$ cat src/rtl/dot_product_stream_pkg.sv
// Shared widths, signed range helpers and the pipeline control bundle
// for the streaming dot product. Imported by every dot_product_stream file.
package dot_product_stream_pkg;

    // Wide signed scratch type for range checks and clamping; any
    // accumulator up to 64 bits passes through it without loss.
    localparam int CALC_W = 64;
    typedef logic signed [CALC_W-1:0] calc_t;

    // valid/last pair carried alongside each pipeline stage
    typedef struct packed {
        logic valid;
        logic last;
    } stage_ctl_t;

    function automatic int prod_width(input int dw);
        return 2 * dw;
    endfunction

    function automatic int tree_width(input int dw, input int n);
        return 2 * dw + $clog2(n);
    endfunction

    // Guard bits cover 2^len_log2 beats, so the accumulator never wraps.
    function automatic int acc_width(input int dw, input int n,
                                     input int len_log2);
        return tree_width(dw, n) + len_log2;
    endfunction

    function automatic calc_t max_signed(input int w);
        return (calc_t'(1) <<< (w - 1)) - calc_t'(1);
    endfunction

    function automatic calc_t min_signed(input int w);
        return -(calc_t'(1) <<< (w - 1));
    endfunction

    function automatic logic fits_signed(input calc_t v, input int w);
        return (v <= max_signed(w)) && (v >= min_signed(w));
    endfunction

    function automatic calc_t sat_signed(input calc_t v, input int w);
        calc_t r;
        r = v;
        if (v > max_signed(w)) r = max_signed(w);
        if (v < min_signed(w)) r = min_signed(w);
        return r;
    endfunction

endpackage

$ cat src/rtl/dot_product_stream_if.sv
// Beat input and scalar result buses of the streaming dot product.
// Input: in_valid/in_ready/in_last + N lane pairs; output: out_valid/out_ready + sums/ovf/beats.
interface dot_product_stream_in_if #(
    parameter int N  = 4,
    parameter int DW = 8
);
    logic                 in_valid;
    logic                 in_ready;
    logic                 in_last;
    logic [N-1:0][DW-1:0] inp1;
    logic [N-1:0][DW-1:0] inp2;

    modport master (
        output in_valid, in_last, inp1, inp2,
        input  in_ready
    );
    modport slave (
        input  in_valid, in_last, inp1, inp2,
        output in_ready
    );
endinterface

interface dot_product_stream_out_if #(
    parameter int OW       = 16,
    parameter int LEN_LOG2 = 8
);
    logic                out_valid;
    logic                out_ready;
    logic [OW-1:0]       sums;
    logic                out_ovf;
    logic [LEN_LOG2:0]   out_beats;

    modport master (
        output out_valid, sums, out_ovf, out_beats,
        input  out_ready
    );
    modport slave (
        input  out_valid, sums, out_ovf, out_beats,
        output out_ready
    );
endinterface

$ cat src/rtl/dot_product_stream_dp_adder_tree.sv
// Registered N-input signed adder (stage 2 of the dot product pipeline).
// Ports: clk, reset, en (advance), ctl_i/data_i in, ctl_o/sum_o registered out.
module dp_adder_tree
    import dot_product_stream_pkg::*;
#(
    parameter int N  = 4,
    parameter int IW = 16,
    parameter int SW = IW + $clog2(N)
) (
    input  logic                  clk,
    input  logic                  reset,
    input  logic                  en,
    input  stage_ctl_t            ctl_i,
    input  logic [N-1:0][IW-1:0]  data_i,
    output stage_ctl_t            ctl_o,
    output logic signed [SW-1:0]  sum_o
);

    logic signed [SW-1:0] sum_d;
    logic signed [SW-1:0] sum_q;
    stage_ctl_t           ctl_q;

    // Each lane is sign-extended to the full sum width before adding;
    // for N=1 this is just a register stage.
    always_comb begin
        sum_d = '0;
        for (int i = 0; i < N; i++) begin
            sum_d = sum_d + SW'(signed'(data_i[i]));
        end
    end

    always_ff @(posedge clk) begin
        if (reset) begin
            ctl_q <= '0;
            sum_q <= '0;
        end else if (en) begin
            ctl_q <= ctl_i;
            sum_q <= sum_d;
        end
    end

    assign ctl_o = ctl_q;
    assign sum_o = sum_q;

endmodule

$ cat src/rtl/dot_product_stream.sv
// Streaming signed dot product: N lane pairs per beat, accumulated until last.
// Ports: clk, reset (sync, active-high), in_s (beat bus, slave), out_m (result bus, master).
module dot_product_stream
    import dot_product_stream_pkg::*;
#(
    parameter int N        = 4,
    parameter int DW       = 8,
    parameter int LEN_LOG2 = 8,
    parameter int OW       = 16,
    parameter int SATURATE = 1
) (
    input  logic                     clk,
    input  logic                     reset,
    dot_product_stream_in_if.slave   in_s,
    dot_product_stream_out_if.master out_m
);

    localparam int PW = prod_width(DW);
    localparam int TW = tree_width(DW, N);
    localparam int AW = acc_width(DW, N, LEN_LOG2);
    localparam int CW = LEN_LOG2 + 1;
    localparam logic [CW-1:0] MAX_BEATS = {1'b1, {LEN_LOG2{1'b0}}};

    // Global stall: the whole pipe advances only when the result
    // register is free or being drained this cycle.
    logic en;

    // Stage 1: lane products
    logic [N-1:0][PW-1:0] p_d;
    logic [N-1:0][PW-1:0] p_q;
    stage_ctl_t           s1_d;
    stage_ctl_t           s1_q;

    // Stage 2: adder tree output
    stage_ctl_t           s2;
    logic signed [TW-1:0] t_sum;

    // Stage 3: accumulator and beat counter
    logic signed [AW-1:0] acc_q;
    logic signed [AW-1:0] acc_d;
    logic signed [AW-1:0] acc_n;
    logic                 first_q;
    logic                 first_d;
    logic [CW-1:0]        cnt_q;
    logic [CW-1:0]        cnt_d;
    logic [CW-1:0]        cnt_n;
    logic                 close;
    calc_t                acc_wide;

    // Result register
    logic                 out_valid_q;
    logic                 out_valid_d;
    logic [OW-1:0]        sums_q;
    logic [OW-1:0]        sums_d;
    logic                 ovf_q;
    logic                 ovf_d;
    logic [CW-1:0]        beats_q;
    logic [CW-1:0]        beats_d;

    assign en          = !out_valid_q || out_m.out_ready;
    assign in_s.in_ready = en;

    always_comb begin
        p_d = '0;
        for (int i = 0; i < N; i++) begin
            p_d[i] = PW'(signed'(in_s.inp1[i])) * PW'(signed'(in_s.inp2[i]));
        end
        s1_d.valid = in_s.in_valid;
        s1_d.last  = in_s.in_last;
    end

    always_ff @(posedge clk) begin
        if (reset) begin
            s1_q <= '0;
            p_q  <= '0;
        end else if (en) begin
            s1_q <= s1_d;
            if (in_s.in_valid) begin
                p_q <= p_d;
            end
        end
    end

    dp_adder_tree #(
        .N  (N),
        .IW (PW),
        .SW (TW)
    ) u_tree (
        .clk    (clk),
        .reset  (reset),
        .en     (en),
        .ctl_i  (s1_q),
        .data_i (p_q),
        .ctl_o  (s2),
        .sum_o  (t_sum)
    );

    always_comb begin
        // first_q restarts both the sum and the beat count
        acc_n    = (first_q ? {AW{1'b0}} : acc_q) + AW'(t_sum);
        cnt_n    = first_q ? CW'(1) : cnt_q + CW'(1);
        // a full-length vector closes even without in_last
        close    = s2.last || (cnt_n == MAX_BEATS);
        acc_wide = calc_t'(acc_n);

        acc_d       = acc_q;
        first_d     = first_q;
        cnt_d       = cnt_q;
        out_valid_d = out_valid_q && !out_m.out_ready;
        sums_d      = sums_q;
        ovf_d       = ovf_q;
        beats_d     = beats_q;

        if (en && s2.valid) begin
            if (close) begin
                sums_d      = (SATURATE != 0) ? OW'(sat_signed(acc_wide, OW))
                                              : OW'(acc_wide);
                ovf_d       = !fits_signed(acc_wide, OW);
                beats_d     = cnt_n;
                out_valid_d = 1'b1;
                acc_d       = '0;
                cnt_d       = '0;
                first_d     = 1'b1;
            end else begin
                acc_d       = acc_n;
                cnt_d       = cnt_n;
                first_d     = 1'b0;
            end
        end
    end

    always_ff @(posedge clk) begin
        if (reset) begin
            acc_q       <= '0;
            first_q     <= 1'b1;
            cnt_q       <= '0;
            out_valid_q <= 1'b0;
            sums_q      <= '0;
            ovf_q       <= 1'b0;
            beats_q     <= '0;
        end else begin
            acc_q       <= acc_d;
            first_q     <= first_d;
            cnt_q       <= cnt_d;
            out_valid_q <= out_valid_d;
            sums_q      <= sums_d;
            ovf_q       <= ovf_d;
            beats_q     <= beats_d;
        end
    end

    assign out_m.out_valid = out_valid_q;
    assign out_m.sums      = sums_q;
    assign out_m.out_ovf   = ovf_q;
    assign out_m.out_beats = beats_q;

endmodule
$ cat src/flat_wrapper.sv
// flat-port wrapper written by rule: the top's interface ports become plain ports
module dot_product_stream_flat import dot_product_stream_pkg::*;
#(
    parameter int N        = 4,
    parameter int DW       = 8,
    parameter int LEN_LOG2 = 8,
    parameter int OW       = 16,
    parameter int SATURATE = 1
)
  (clk, reset, in_s_in_valid, in_s_in_last, in_s_inp1, in_s_inp2, in_s_in_ready, out_m_out_valid, out_m_sums, out_m_out_ovf, out_m_out_beats, out_m_out_ready);
  dot_product_stream_in_if #(.N(N), .DW(DW)) in_s_i ();
  dot_product_stream_out_if #(.OW(OW), .LEN_LOG2(LEN_LOG2)) out_m_i ();
  input  logic clk;
  input  logic reset;
  input wire logic [$bits(in_s_i.in_valid)-1:0] in_s_in_valid;
  input wire logic [$bits(in_s_i.in_last)-1:0] in_s_in_last;
  input wire logic [$bits(in_s_i.inp1)-1:0] in_s_inp1;
  input wire logic [$bits(in_s_i.inp2)-1:0] in_s_inp2;
  output wire logic [$bits(in_s_i.in_ready)-1:0] in_s_in_ready;
  output wire logic [$bits(out_m_i.out_valid)-1:0] out_m_out_valid;
  output wire logic [$bits(out_m_i.sums)-1:0] out_m_sums;
  output wire logic [$bits(out_m_i.out_ovf)-1:0] out_m_out_ovf;
  output wire logic [$bits(out_m_i.out_beats)-1:0] out_m_out_beats;
  input wire logic [$bits(out_m_i.out_ready)-1:0] out_m_out_ready;
  assign in_s_i.in_valid = in_s_in_valid;
  assign in_s_i.in_last = in_s_in_last;
  assign in_s_i.inp1 = in_s_inp1;
  assign in_s_i.inp2 = in_s_inp2;
  assign in_s_in_ready = in_s_i.in_ready;
  assign out_m_out_valid = out_m_i.out_valid;
  assign out_m_sums = out_m_i.sums;
  assign out_m_out_ovf = out_m_i.out_ovf;
  assign out_m_out_beats = out_m_i.out_beats;
  assign out_m_i.out_ready = out_m_out_ready;
  dot_product_stream #(.N(N), .DW(DW), .LEN_LOG2(LEN_LOG2), .OW(OW), .SATURATE(SATURATE)) u_core (.clk(clk), .reset(reset), .in_s(in_s_i), .out_m(out_m_i));
endmodule
$ cat config.mk
export PLATFORM = sky130hd
export DESIGN_NAME = dot_product_stream_flat
export DESIGN_NICKNAME = d
export VERILOG_FILES = /design/src/rtl/dot_product_stream_pkg.sv /design/src/rtl/dot_product_stream_if.sv /design/src/rtl/dot_product_stream_dp_adder_tree.sv /design/src/rtl/dot_product_stream.sv /design/src/flat_wrapper.sv
export SDC_FILE = /design/constraint.sdc
export NUM_CORES = 1
export LEC_CHECK = 0
export BUFFER_PORTS_ARGS = -buffer_cell sky130_fd_sc_hd__buf_2
export CORE_MARGIN = 8
export CORE_UTILIZATION = 35
export CTS_CLUSTER_SIZE = 12
export DETAILED_ROUTE_END_ITERATION = 16
export HOLD_SLACK_MARGIN = 0.15
export SYNTH_ARGS = -nofsm -noshare
export SYNTH_HDL_FRONTEND = slang
export SYNTH_HIERARCHICAL = 1
export SYNTH_SLANG_ARGS = --single-unit
$ cat constraint.sdc
create_clock -name clk -period 11.14 [get_ports clk]
set_input_delay 2.785 -clock clk [delete_from_list [all_inputs] [get_ports clk]]
set_output_delay 2.785 -clock clk [all_outputs]
set_load 0.01 [all_outputs]
# Yosys cells after proc, flatten, opt, wreduce, memory -nomap -nowiden
# Index checks and enable logic that the tools add are counted.
# W data, S select, Z words.
word_totals:
  regBits: 149
  inputBits: 69
classes:
  n_addsub: 5
  mul: 4
  n_lt_le_gt_ge: 4
  n_eq_ne: 1
  muxes: 9
  n_reduce_logical: 10
op_table:
  columns: ["operator", "count"]
  rows:
  - ["$mul A8 B8 Y16", 4]
  - ["$mux W26", 2]
  - ["$mux W16", 2]
  - ["$add A26 B26 Y26", 1]
  - ["$ge A26 B16 Y1 const B", 1]
  - ["$gt A26 B16 Y1 const B", 1]
  - ["$le A26 B16 Y1 const B", 1]
  - ["$lt A26 B16 Y1 const B", 1]
  - ["$add A17 B16 Y18", 1]
  - ["$add A18 B16 Y18", 1]
  - ["$mux W9", 2]
  - ["$add A16 B16 Y17", 1]
  - ["$add A9 B1 Y9 const B", 1]
  - ["$eq A9 B9 Y1 const B", 1]
  - ["$reduce_and A2 Y1", 2]
  - ["$logic_and A1 B1 Y1", 3]
  - ["$logic_not A1 Y1", 3]
  - ["$mux W1", 3]
  - ["$logic_or A1 B1 Y1", 2]

# Longest topological paths before layout
# Gate-level depths: netlist of run 1.
logic_depth:
  depth_word: 6
  mapped_depth: 21

# Modules after synthesis
# The synthesis of run 1 kept the hierarchy.
modules_own_cells:
  columns: ["mod", "instances", "cells_per_inst", "area_each_um2"]
  rows:
  - ["dot_product_stream", 1, 1943, 16359.4]
  - ["dp_adder_tree", 1, 270, 2382.3]

# Worst setup path after synthesis of run 1
# OpenSTA, ideal clock, no wires.
synth_timing:
  path_type: "input port to flip-flop"
  from: "input port in_s_inp1[16]"
  to: "register u_core/p_q[47] (netlist bit)"
  setup_ns: 0.133
  arrival_time_ns: 6.675
  slack_ns: 4.332
  stages: 17
  cell_sequence: "nand2b_1 -> fa_1 -> fa_1 -> inv_1 -> fa_1 -> inv_1 -> fa_1 -> inv_1 -> ha_1 -> inv_1 -> o21ai_0 -> a21oi_1 -> o21ai_0 -> a41o_1 -> o41a_1 -> xnor2_1 -> a21oi_1"
synth_between:
  elab_chain_cells: 1
synth_rtl:
  columns: ["element", "line_no", "text"]
  rows:
  - ["start: declaration", "flat_wrapper.sv:17", "input wire logic [$bits(in_s_i.inp1)-1:0] in_s_inp1;"]
  - ["$mul A8 B8 Y16", "dot_product_stream.sv:66", "p_d[i] = PW'(signed'(in_s.inp1[i])) * PW'(signed'(in_s.inp2[i]));"]
  - ["end signal: assignment", "dot_product_stream.sv:79", "p_q <= p_d;"]
  - ["end: declaration", "dot_product_stream.sv:30", "logic [N-1:0][PW-1:0] p_q;"]
# No other way between the ends.
# A chain may end at the register's enable or synchronous reset.

# Worst setup path after layout of run 1
layout_timing:
  from: "input port in_s_inp1[24]"
  to: "register u_core/p_q[63] (netlist bit)"
# The elaborated chain is that of the path after synthesis.

==> summary.md, run 1 <==
| Metric | Value |
|---|---|
| Final #Nets | `2760` |
| Worst Path Required | `11430 ps` |
| CP endpoint kind | `register` |
| Worst skew pair latency | `420 ps` |
| Sequential share of power | `17.3%` |
| Reg2Reg Depth | `13` |
| Clock sinks | `149` |
| Crit Reg-Reg Startpoint | `u_core/first_q` |
| Routed Antenna Nets | `0` |
| DP Wirelength | `35800 um` |
| Switch share | `45.9%` |
| Setup Crit Path Kind | `in -> reg` |
| CTS Root Cell | `clkbuf_16` |
| Top cells by count, synth | `inv_1, fa_1, nand2_1` |
| Initial drt markers | `732` |
| Unrepaired setup endpoints after global routing | `false` |
| Multi-input gate area | `13900 um^2` |
| Psw | `1.85 mW` |
| Slowest stage delay, CP | `550 ps` |
| Initial Utilization | `35.1%` |
| Hold Path Sink | `u_core/acc_q[17]` |
| Synth area leaders | `fa_1, dfxtp_1, ha_1, inv_1, and2_1` |
| Worst Hold Depth | `2` |
| Ports | `97` |
| #FFs+latches synth | `149` |
| Global route overflow | `0` |
| Post-synth top area cell | `fa_1` |
| Drt drc | `0` |
| CTS Buf Count | `17` |
| Post-CTS Hold Fix Bufs | `0` |
| Worst-margin pin slew | `1160 ps` |
| Area share of the largest cell type after synthesis | `27.1%` |
| CTS clk-pin slew, worst paths | `70 ps` |
| Initial antenna violation count | `0` |
| Setup repair bufs after CTS | `0` |
| Final Hold Fails | `0` |
| Achievable frequency | `0.147 GHz` |
| PortBufs | `96` |
| CORE AREA | `53400 um^2` |
| Syn Area/Cell | `8.47 um^2` |
| Final worst-path cycle share | `61.0%` |
| Clk_skew | `14.6 ps` |
| Final core utilization | `38.4%` |
| Placer Congestion | `0.916` |
| Crit-path slowest cell | `fa_1` |
| Sequential cell area fraction in the yosys report | `15.9%` |
| Clk pwr share | `13.9%` |
| Max Transition Viols Final | `0` |
| Tot GR Track Use | `14.7%` |
| Run status | `completed` |
| Critical Path Fanout Max | `8` |
| R2r endpoint | `u_core/out_m.sums[3]` |
| # rows | `85` |
| Vias | `14571` |
| R2R setup slack | `6290 ps` |
| CTS H-tree depth | `4` |
| Die Wd | `247 um` |
| Synth-to-layout area growth | `9.32%` |
| Routed WL | `43500 um` |
| Peak supply drop | `0.114 mV` |
| Clock buffer depth | `2` |
| Drt pass-1 iters | `5` |
| Syn_nets | `2695` |
| CP Launch Type | `input port` |
| CP arrival | `7080 ps` |
| Post-synth EDFFs | `0` |
| WL/cell | `14.6 um` |
| First-pass GRT wire length | `74800 um` |
| FFs w/ async S/R, synth | `0%` |
| Top FF cell, synth | `dfxtp_1` |
| Crit path time final | `6800 ps` |
| # diodes | `0` |
| Post-Syn Area | `18700 um^2` |
| Post_cts resized | `0` |
| Total Power | `4.03 mW` |
| Final setup violation count | `0` |
| Int Pwr | `2.18 mW` |
| Vias/cell | `4.88` |
| Gate power share | `68.8%` |
| Die span in y | `247 um` |
| Worst Min Path Start | `u_core/acc_q[17]` |
| YS warnings | `6` |
| Max_cap viols | `0` |
| Leak pwr | `9.55 nW` |
| Total Die Area | `61200 um^2` |
| Share of cells above drive strength 1 | `7.59%` |
| Worst hold path type | `reg -> reg` |
| Setup TNS | `0 ps` |
| Pwr per Cell Area | `197 nW/um^2` |
| Vias in the first global route | `15303` |
| Synthesized instance count | `2213` |
| Most frequent cell after synthesis | `inv_1` |
| Cell variety after synth | `78` |
| Largest net degree at the start of global routing | `82` |
| CP Cell Sequence | `buf_2 > nand2b_1 > fa_1 > fa_1 > inv_1 > fa_1 > inv_1 > fa_1 > inv_1 > ha_1 > inv_1 > o21ai_0 > a211oi_1 > o31ai_1 > nor4_1 > nor3_1 > xnor2_1 > a21oi_1` |
| FF+latch area | `2980 um^2` |
| CTS tree | `done` |
| Final-layout fill cell count | `5492` |
| Slew margin rel. | `22.4%` |
[worst max-delay path, delay by kind of cell]
| family | cells | cell delay (ps) |
|---|---|---|
| XOR/XNOR | 1 | 150 |
| buffers and inverters | 5 | 330 |
| adder cells (fa/ha/maj) | 5 | 2440 |
| AND/OR/NAND/NOR | 3 | 480 |
| AO/OA/AOI/OAI | 4 | 890 |
[state kept, by name, indices dropped and copies added (netlist names), 2 cells and up]
name	cells
u_core/p_q	64
u_core/out_m.sums	16
u_core/acc_q	26
u_core/u_tree/ctl_o	2
u_core/s1_q	2
u_core/cnt_q	9
u_core/u_tree/sum_o	18
u_core/out_m.out_beats	9
[power by group through the flow]
| stage | registers (mW) | clock network, mW | logic [mW] |
|---|---|---|---|
| 2_1_floorplan | 0.680 | 0 | 2.23 |
| 3_3_place_gp | 0.706 | 0 | 2.74 |
| 3_5_place_dp | 0.708 | 0 | 2.78 |
| 4_1_cts | 0.697 | 0.575 | 2.81 |
| 5_1_grt | 0.708 | 0.599 | 3.23 |
| 6_report | 0.697 | 0.561 | 2.78 |
[final cells by class]
cell class | count | area share [%]
clock buffer | 20 | 2.18
clock inverter | 12 | 0.586
inverter | 424 | 7.77
multi-input combinational | 1581 | 68.0
sequential | 149 | 14.6
tap | 696 | 4.25
timing repair buffer | 105 | 2.69
[metrics by stage]
stage,std cells,hold slack [ps],worst slack [ps],cell area [um^2]
floorplan,2213,427,4330,18700
global placement,2955,436,3970,19900
detailed placement,2955,441,3960,19900
CTS,2987,449,4370,20500
global route,2987,468,3960,20500
finish,2987,448,4340,20500
[metal layers]
metal	global-route usage (%)	part of all wire, %
met5	0	0
met4	3.00	1.3
met3	1.68	2.5
met2	26.2	51
met1	18.9	46
[logic make-up (layout without fill, tap and decap cells)]
group | Yosys count | count (layout) | synth area share [%]
and+or+nand+nor | 715 | 715 | 19.4
buffers and inverters | 483 | 561 | 9.80
adders and majority gates | 413 | 413 | 37.7
AOI/OAI and AO/OA | 343 | 343 | 11.8
DFF | 149 | 149 | 15.9
xor gates and xnor gates | 84 | 84 | 3.93
muxes | 26 | 26 | 1.40
[worst max-delay path by stage]
stage                                 to  slack [ps]  cells after the start          start
after global placement    u_core/p_q[47]        3970                     18  in_s_inp1[16]
after CTS                 u_core/p_q[63]        4370                     18  in_s_inp1[24]
final                     u_core/p_q[63]        4340                     18  in_s_inp1[24]
after floorplan           u_core/p_q[47]        4330                     17  in_s_inp1[16]
after detailed placement  u_core/p_q[63]        3960                     18  in_s_inp1[24]
after global routing      u_core/p_q[63]        3960                     18  in_s_inp1[24]
[layout by cell type (no fill, tap or decap), types with 68 or more instances in the layout]
master,netlist,final
ha_1,159,159
nor2_1,132,132
and2_1,173,172
buf_2,7,95
dfxtp_1,149,149
fa_1,254,254
xnor2_1,68,68
a21oi_1,146,146
inv_1,422,422
nand2_1,196,195
Power figures use the tool's default switching activity.
==> run 2: changes to the inputs <==
clock period = 6.4 ns   (was 11.14 ns; I/O delays follow)
==> run 2 against run 1 <==
Against the previous run: wire length decreased by 0.72%; via count up 0.69%; die area did not move; sequential cell count is the same; largest cell class unchanged; largest power group unchanged.
==> summary.md, run 2 (synthesis results as in run 1) <==
| Metric | Value |
|---|---|
| CP Launch Type | `input port (unchanged)` |
| Largest net degree at the start of global routing | `68 (was 82)` |
| R2R setup slack | `1460 ps (was 6290 ps)` |
| Worst Path Required | `6680 ps (was 11430 ps)` |
| Psw | `3.25 mW (was 1.85 mW)` |
| Max_cap viols | `0 (unchanged)` |
| Hold slack | `447 ps (was 448 ps)` |
| PortBufs | `96 (unchanged)` |
| Final #Nets | `2760 (unchanged)` |
| Commonest non-fill, non-tap cell in the layout | `inv_1 (unchanged)` |
| Max Transition Viols Final | `0 (unchanged)` |
| Clk_skew | `14.7 ps (was 14.6 ps)` |
| Clock buffer depth | `2 (unchanged)` |
| Max reg flops | `64 (unchanged)` |
| Initial Utilization | `35.1% (unchanged)` |
| Critical Path Fanout Max | `8 (unchanged)` |
| Share of cells above drive strength 1 | `7.64% (was 7.59%)` |
| Slew margin rel. | `21.8% (was 22.4%)` |
| Drt pass-1 iters | `5 (unchanged)` |
| Vias | `14672 (was 14571)` |
| Leak pwr | `9.58 nW (was 9.55 nW)` |
| Post-CTS Hold Fix Bufs | `0 (unchanged)` |
| Routed WL | `43200 um (was 43500 um)` |
| Placer Congestion | `0.885 (was 0.916)` |
| Run status | `completed (unchanged)` |
| Crit path time final | `5590 ps` |
| Largest register by flop count | `u_core/p_q (unchanged)` |
| Clk pwr share | `14.9% (was 13.9%)` |
| Slowest stage delay, CP | `550 ps (about the same)` |
| Gate power share | `68.1% (was 68.8%)` |
| Pwr per Cell Area | `347 nW/um^2 (was 197 nW/um^2)` |
| Final setup violation count | `0 (unchanged)` |
| Met3 Use GR | `1.59% (was 1.68%)` |
| Peak supply drop | `0.202 mV (was 0.114 mV)` |
| CP endpoint kind | `register (unchanged)` |
| Worst Min Path Start | `u_core/acc_q[19] (was u_core/acc_q[17])` |
| DP Wirelength | `35800 um (about the same)` |
| Setup Crit Path Kind | `in -> reg (unchanged)` |
| Worst hold path type | `reg -> reg (unchanged)` |
| Initial antenna violation count | `1 (was 0)` |
| Switch share | `45.5% (was 45.9%)` |
| CORE AREA | `53400 um^2 (unchanged)` |
| First-pass GRT wire length | `73600 um (was 74800 um)` |
| Drt drc | `0 (unchanged)` |
| Worst-margin pin slew | `1170 ps (was 1160 ps)` |
| GRT met1 Usage | `18.8% (was 18.9%)` |
| Reg2Reg Depth | `12 (was 13)` |
| Setup TNS | `0 ps (unchanged)` |
| CTS H-tree depth | `4 (unchanged)` |
| Achievable frequency | `0.179 GHz` |
| Die Wd | `247 um (unchanged)` |
| Ports | `97 (unchanged)` |
| Sequential share of power | `17.0% (was 17.3%)` |
| Initial drt markers | `938 (was 732)` |
| Worst skew pair latency | `420 ps (about the same)` |
| Synth-to-layout area growth | `9.64% (was 9.32%)` |
| CTS clk-pin slew, worst paths | `60 ps (was 70 ps)` |
| Final worst-path cycle share | `87.4%` |
| Met2 Use GR | `25.7% (was 26.2%)` |
| Total Die Area | `61200 um^2 (unchanged)` |
| Most frequent cells in the layout | `inv_1, fa_1, nand2_1, and2_1, ha_1 (unchanged)` |
| Final Hold Fails | `0 (unchanged)` |
| Global route overflow | `0 (unchanged)` |
| CP arrival | `5870 ps (was 7080 ps)` |
| Final core utilization | `38.5% (was 38.4%)` |
| CP Cell Sequence | `buf_2 > nand2b_1 > fa_1 > fa_1 > inv_1 > fa_1 > inv_1 > fa_1 > inv_1 > ha_1 > inv_1 > o21ai_0 > a21oi_1 > o21ai_0 > a41o_1 > o41a_1 > xnor2_1 > a21oi_1 (was buf_2 > nand2b_1 > fa_1 > fa_1 > inv_1 > fa_1 > inv_1 > fa_1 > inv_1 > ha_1 > inv_1 > o21ai_0 > a211oi_1 > o31ai_1 > nor4_1 > nor3_1 > xnor2_1 > a21oi_1)` |
| Crit-path slowest cell | `fa_1 (unchanged)` |
| CTS Buf Count | `17 (unchanged)` |
| Vias in the first global route | `15172 (was 15303)` |
| Post_cts resized | `0 (unchanged)` |
| Setup repair bufs after CTS | `0 (unchanged)` |
| CTS Root Cell | `clkbuf_16 (unchanged)` |
| Tot GR Track Use | `14.5% (was 14.7%)` |
| Int Pwr | `3.89 mW (was 2.18 mW)` |
| Routed Antenna Nets | `0 (unchanged)` |
| Critical path endpoint | `u_core/p_q[47] (was u_core/p_q[63])` |
| Clock sinks | `149 (unchanged)` |
| Unrepaired setup endpoints after global routing | `false (unchanged)` |
| Die span in y | `247 um (unchanged)` |
| # diodes | `0 (unchanged)` |
| R2r endpoint | `u_core/out_m.sums[3] (unchanged)` |
| Launch point of the critical path | `in_s_inp1[16] (was in_s_inp1[24])` |
| CTS tree | `done (unchanged)` |
| # rows | `85 (unchanged)` |
| WL/cell | `14.5 um (was 14.6 um)` |
| Final-layout fill cell count | `5455 (was 5492)` |
| Global routing's busiest layer | `met2 (unchanged)` |
| Crit Reg-Reg Startpoint | `u_core/first_q (unchanged)` |
| Vias/cell | `4.91 (was 4.88)` |
[run 2: cell types whose count changed in the layout (fill, tap and decap cells not counted)]
cell / previous run / this run
inv_6: 4 / 2
inv_8: 0 / 1
bufinv_16: 1 / 3
clkbuf_1: 2 / 1
clkinvlp_4: 2 / 1
clkinv_4: 4 / 5
clkbuf_8: 1 / 2
clkinv_2: 1 / 0
[run 2: routing by layer]
| metal | share of wire (%) | up-vias | wire length, um |
|---|---|---|---|
| li1 | - | 7166 | - |
| met1 | 45 | 7193 | 19500 |
| met2 | 50 | 269 | 21500 |
| met3 | 3.3 | 44 | 1430 |
| met4 | 1.8 | 0 | 757 |
| met5 | 0 | - | 0 |
[run 2: cell type report]
class / count / area (um^2) / share of cell area (%)
clock buffers: 20 / 457 / 2.22
clock inverters: 12 / 170 / 0.828
flip-flops and latches: 149 / 2980 / 14.5
well taps: 696 / 871 / 4.24
inverters: 424 / 1590 / 7.75
multi-input cells: 1581 / 13900 / 67.8
repair buffers: 105 / 551 / 2.68
[run 2: metrics by stage]
| step | total power, mW | worst slack [ps] | cell area (um^2) | instances |
|---|---|---|---|---|
| floorplan | 5.07 | 777 | 18700 | 2213 |
| global placement | 6.00 | 409 | 19900 | 2955 |
| detailed placement | 6.10 | 377 | 19900 | 2955 |
| CTS | 7.21 | 816 | 20500 | 2987 |
| global route | 7.97 | 468 | 20500 | 2987 |
| finish | 7.13 | 807 | 20500 | 2987 |
[run 2: critical path: cells and delay by family]
kind,cells,cell delay (ps)
and+or+nand+nor,1,170
AOI/OAI and AO/OA,6,1120
buffers and inverters,5,350
xor gates and xnor gates,1,180
adders and majority gates,5,2450
[run 2: how the worst min path moves through the flow]
stage / to / slack (ps) / cells after the start
6_report: u_core/acc_q[19] / 450 / 2
5_1_grt: u_core/acc_q[19] / 460 / 2
4_1_cts: u_core/acc_q[19] / 450 / 2
3_5_place_dp: u_core/acc_q[19] / 440 / 2
3_3_place_gp: u_core/acc_q[15] / 430 / 2
2_1_floorplan: u_core/acc_q[10] / 430 / 2
[run 2: power groups by stage]
stage / clock network, mW / registers [mW] / logic, mW
2_1_floorplan: 0 / 1.18 / 3.89
3_3_place_gp: 0 / 1.23 / 4.77
3_5_place_dp: 0 / 1.23 / 4.87
4_1_cts: 1.09 / 1.21 / 4.91
5_1_grt: 1.13 / 1.23 / 5.61
6_report: 1.07 / 1.21 / 4.86
